===== config.mk =====
export PLATFORM = sky130hd
export DESIGN_NAME = lbm_dir_sequencer
export DESIGN_NICKNAME = d
export VERILOG_FILES = /design/src/rtl/lbm_dir_sequencer.sv
export SDC_FILE = /design/constraint.sdc
export NUM_CORES = 1
export LEC_CHECK = 0
export ABC_AREA = 1
export CAP_MARGIN = 10
export CORE_MARGIN = 2
export CORE_UTILIZATION = 51
export CTS_BUF_LIST = sky130_fd_sc_hd__clkbuf_4
export CTS_CLUSTER_SIZE = 40
export DETAILED_ROUTE_END_ITERATION = 7
export MAX_ROUTING_LAYER = met4
export PLACE_DENSITY = 0.87
export SKIP_CTS_REPAIR_TIMING = 1
export SLEW_MARGIN = 20
export SYNTH_ARGS = -nofsm -noshare
export SYNTH_HDL_FRONTEND = slang
export SYNTH_SLANG_ARGS = --single-unit
export TNS_END_PERCENT = 1

===== constraint.sdc =====
create_clock -name Clk -period 2.6 [get_ports Clk]
set_input_delay 0.52 -clock Clk [delete_from_list [all_inputs] [get_ports Clk]]
set_output_delay 0.52 -clock Clk [all_outputs]
set_load 0.02 [all_outputs]

===== src/rtl/lbm_dir_sequencer.sv =====
// D2Q9 velocity-vector sequencer: sweeps nodes x directions and issues sign-extended (cx, cy) beats.
// Define LBM_SKIP_REST_DIR_EN to drop the rest direction (0) and issue 8 beats per node.
module lbm_dir_sequencer #(
  parameter int IN_W      = 8,
  parameter int OUT_W     = 9,
  parameter int C_MAG     = 1,
  parameter int NUM_NODES = 16,
  parameter int NODE_W    = 4
) (
  input  logic                    Clk,
  input  logic                    Reset_N,
  input  logic                    Start,
  input  logic                    Abort,
  input  logic                    Dir_Ready,
  output logic                    Dir_Valid,
  output logic [3:0]              Dir_Idx,
  output logic [NODE_W-1:0]       Node_Idx,
  output logic signed [OUT_W-1:0] Cx_Out,
  output logic signed [OUT_W-1:0] Cy_Out,
  output logic                    Last_Dir,
  output logic                    Last_Node,
  output logic                    Busy,
  output logic                    Done
);

`ifdef LBM_SKIP_REST_DIR_EN
  localparam logic [3:0] FIRST_DIR = 4'd1;
`else
  localparam logic [3:0] FIRST_DIR = 4'd0;
`endif
  localparam logic [3:0]        LAST_DIR  = 4'd8;
  localparam logic [NODE_W-1:0] LAST_NODE = NODE_W'(NUM_NODES - 1);

  typedef enum logic [1:0] {IDLE, ISSUE, DONE} state_t;

  state_t                    state_reg;
  logic signed [OUT_W-1:0]   cx_tab [16];
  logic signed [OUT_W-1:0]   cy_tab [16];
  logic [3:0]                ld_dir;
  logic [NODE_W-1:0]         ld_node;

  // Table padded to 16 entries so any 4-bit index is in range; unused slots read 0.
  generate
    for (genvar gi = 0; gi < 16; gi++) begin : g_tab
      localparam int CX = (gi == 1 || gi == 5 || gi == 8) ? 1 :
                          (gi == 3 || gi == 6 || gi == 7) ? -1 : 0;
      localparam int CY = (gi == 2 || gi == 5 || gi == 6) ? 1 :
                          (gi == 4 || gi == 7 || gi == 8) ? -1 : 0;
      localparam logic signed [IN_W-1:0] CX_ENT = IN_W'(CX * C_MAG);
      localparam logic signed [IN_W-1:0] CY_ENT = IN_W'(CY * C_MAG);
      // Signed size cast replicates the entry MSB into the wider output.
      assign cx_tab[gi] = OUT_W'(CX_ENT);
      assign cy_tab[gi] = OUT_W'(CY_ENT);
    end
  endgenerate

  // Index pair to load on the next edge: sweep origin from IDLE, otherwise the successor beat.
  always_comb begin
    ld_dir  = FIRST_DIR;
    ld_node = '0;
    if (state_reg == ISSUE) begin
      if (Last_Dir) begin
        ld_dir  = FIRST_DIR;
        ld_node = Node_Idx + NODE_W'(1);
      end else begin
        ld_dir  = Dir_Idx + 4'd1;
        ld_node = Node_Idx;
      end
    end
  end

  always_ff @(posedge Clk) begin
    if (!Reset_N) begin
      state_reg <= IDLE;
      Dir_Valid <= 1'b0;
      Dir_Idx   <= '0;
      Node_Idx  <= '0;
      Cx_Out    <= '0;
      Cy_Out    <= '0;
      Last_Dir  <= 1'b0;
      Last_Node <= 1'b0;
      Busy      <= 1'b0;
      Done      <= 1'b0;
    end else begin
      case (state_reg)
        IDLE: begin
          Done <= 1'b0;
          if (Start && !Abort) begin
            state_reg <= ISSUE;
            Dir_Valid <= 1'b1;
            Busy      <= 1'b1;
            Dir_Idx   <= ld_dir;
            Node_Idx  <= ld_node;
            Cx_Out    <= cx_tab[ld_dir];
            Cy_Out    <= cy_tab[ld_dir];
            Last_Dir  <= (ld_dir == LAST_DIR);
            Last_Node <= (ld_node == LAST_NODE);
          end
        end
        ISSUE: begin
          if (Abort || (Dir_Ready && Last_Dir && Last_Node)) begin
            state_reg <= Abort ? IDLE : DONE;
            Done      <= !Abort;
            Dir_Valid <= 1'b0;
            Busy      <= 1'b0;
            Dir_Idx   <= '0;
            Node_Idx  <= '0;
            Cx_Out    <= '0;
            Cy_Out    <= '0;
            Last_Dir  <= 1'b0;
            Last_Node <= 1'b0;
          end else if (Dir_Ready) begin
            Dir_Idx   <= ld_dir;
            Node_Idx  <= ld_node;
            Cx_Out    <= cx_tab[ld_dir];
            Cy_Out    <= cy_tab[ld_dir];
            Last_Dir  <= (ld_dir == LAST_DIR);
            Last_Node <= (ld_node == LAST_NODE);
          end
        end
        DONE: begin
          state_reg <= IDLE;
          Done      <= 1'b0;
        end
        default: begin
          state_reg <= IDLE;
          Dir_Valid <= 1'b0;
          Busy      <= 1'b0;
          Done      <= 1'b0;
        end
      endcase
    end
  end

endmodule


==> metrics.md <==
| Metric | Value |
|---|---|
| Crit. End Element | `primary output` |
| Grt ovf | `0` |
| Dpl hpwl | `2.00 mm` |
| CTS Buf Count | `3` |
| Worst Tran Pin Value | `0.465 ns` |
| CP delay by family, top | `buffers and inverters` |
| Fin crit share | `0.782` |
| Slew HR | `0.689` |
| CTS tree | `built` |
| Final Hold Vio Count | `0` |
| # rows | `17` |
| Top-count cell post-synth | `nand2_1` |
| Largest net degree at the start of global routing | `20` |
| Clk_skew | `0.00716 ns` |
| Final #Nets | `205` |
| Crit path max fanout | `9` |
| Clk Latency, worst-skew pair | `0.29 ns` |
| R2R cell count | `12` |
| Outcome | `completed` |
| WL final | `2.57 mm` |
| Routed Antenna Nets | `0` |
| First-pass GRT wire length | `4.20 mm` |
| Commonest cells in the netlist | `41 x nand2_1, 24 x nor2_1, 19 x inv_1` |
| Crit-path cells | `clkdlybuf4s50_1` |
| Arr. time, crit path | `1.51 ns` |
| Top post-synthesis cells by area | `dfxtp_1 31%, nand2_1 13%, buf_4 9.8%, nor2_1 7.8%, inv_1 6.2%` |
| Hold depth | `2` |
| Pwr Density | `397 mW/mm²` |
| RSZ-0062 raised after global routing | `false` |
| Post-synth ARST share | `0` |
| Vias | `1,132` |
| IO buf count | `35` |
| Final Wtd Congestion | `0.909` |
| Hold Path Class | `reg2reg` |
| Ports | `36` |
| R2R Path Start | `state_reg[1]` |
| Setup TNS | `0 ns` |
| Gr usage total | `0.209` |
| # DRC | `0` |
| Inserted Diodes | `0` |
| Largest registers | `Dir_Idx x4, Node_Idx x4` |
| Reg2reg setup slack | `0.77 ns` |
| Crit Reg-Reg Endpoint | `Cx_Out[0]` |
| CP max-delay cell | `clkdlybuf4s50_1` |
| Vias/cell | `5.10` |
| Register area share after synthesis | `0.312` |
| Peak supply drop | `276 µV` |
| Filler cells | `197` |
| Finished Layout Cells | `222` |
| Placed Cells | `218` |
| Number of distinct library cells after synthesis | `25` |
| HP Start | `Cy_Out[0]` |
| Hold endpoint | `Cy_Out[0]` |
| Vias in the first global route | `1,026` |
| Final setup vio count | `0` |
| Clock sink total | `18` |
| DR pass1 iterations | `5` |
| Leak pwr | `0.622 nW` |
| Mapped Nets | `181` |
| Critical path type | `reg2out` |
| Syn Area/Cell | `6.75 µm²` |
| Synth top area share | `0.312` |
| Clock period minus worst slack | `2.03 ns` |
| Setup crit start kind | `register` |
| Post-Syn Instances | `171` |
| Critical path required time | `2.08 ns` |
| Buffers & Inverters on Critical Path | `1` |
| Min Hold Slack | `0.476 ns` |
| Area Overhead vs Synth | `25.3%` |
| Root Buffer | `clkbuf_4` |
| Max Cap Viol | `0` |
| H-tree depth | `1` |
| Share of post-route cells with drive strength above 1 | `0.0722` |
| Clock buffer depth | `2` |
| Netlist Area Pre-Place | `0.00115 mm²` |
| Register bit total from synthesis | `18` |
| Starting density of the core | `0.532` |
| Achievable frequency | `492 MHz` |
| Leading area contributor after synthesis | `dfxtp_1` |
| Top_reg_cell synth | `dfxtp_1` |
| Die Ht | `51.6 µm` |
| Die Width | `51.6 µm` |
| Slowest stage delay, CP | `0.68 ns` |
| Pins Over Slew Limit | `0` |
| Yosys warnings | `0` |
| 1st-iter DRT viols | `39` |
| EDFF count, synth | `0` |
| Initial antenna violation count | `0` |
| CORE AREA | `0.00217 mm²` |
| Post-DR wirelength/cell | `11.6 µm` |
| Total die area | `0.00266 mm²` |
| Worst-path clk slew | `0.10 ns` |
[cells in the final DEF, fill, tap and decap left out, drive strengths merged]
master,instances
xor2,2
dfxtp,18
nand2,43
o2111ai,1
o21ai,9
clkdlybuf4s50,35
clkbuf,3
buf,1
nand4,2
inv,21
a21oi,13
ha,5
nor4,1
clkinv,2
nor2,27
a221oi,1
or2,1
nand3,9
[worst reg2reg max path, delay by kind of cell (launching register included)]
family          cells  cell delay, ns
buf+inv             3            0.31
simple gates        7            0.72
fa+ha+maj           1            0.20
flops               1            0.39
compound gates      1            0.12
[kinds of logic after synthesis]
group	synth area share
and+or+nand+nor	0.316
buffers and inverters	0.182
AOI/OAI and AO/OA	0.120
DFF	0.312
adders and majority gates	0.0542
xor gates and xnor gates	0.0152
[area by class of cell]
cell class | count | area (µm²) | area share
multi-input cells | 114 | 583 | 0.403
flip-flops and latches | 18 | 360 | 0.249
repair buffers | 36 | 358 | 0.248
inverters | 22 | 82.6 | 0.0571
well taps | 28 | 35.0 | 0.0242
clock buffers | 3 | 22.5 | 0.0156
clock inverters | 1 | 3.75 | 0.00260
[metrics by stage]
step | util | power (mW) | worst slack [ns] | instance area [µm²]
CTS | 0.666 | 0.576 | 0.568 | 1450
global route | 0.666 | 0.606 | 0.501 | 1450
global placement | 0.654 | 0.432 | 0.572 | 1420
floorplan | - | 0.392 | 0.975 | 1150
finish | 0.666 | 0.573 | 0.566 | 1450
detailed placement | 0.654 | 0.436 | 0.522 | 1420
[power by group]
group / total (mW) / switching (mW) / internal [mW]
Clock: 0.141 / 0.0856 / 0.0559
Sequential: 0.304 / 0.0162 / 0.287
Combinational: 0.128 / 0.0763 / 0.0519
[how the worst max path moves through the flow]
stage               start   endpoint  slack, ns  cells past startpoint
2_1_floorplan  Dir_Idx[0]  Cx_Out[0]       0.97                     12
3_3_place_gp        Abort  Cy_Out[7]       0.57                      8
3_5_place_dp        Abort  Cx_Out[0]       0.52                      8
4_1_cts          Last_Dir   Last_Dir       0.57                      1
5_1_grt          Last_Dir   Last_Dir       0.50                      1
6_report         Last_Dir   Last_Dir       0.57                      1
[per-layer routing]
metal	vias to the layer above	global-route usage	routed length, µm
li1	575	-	-
met1	493	0.230	1040
met2	56	0.372	1280
met3	8	0.0259	187
met4	0	0.101	55
met5	-	-	0
(Power assumes the default switching activity.)
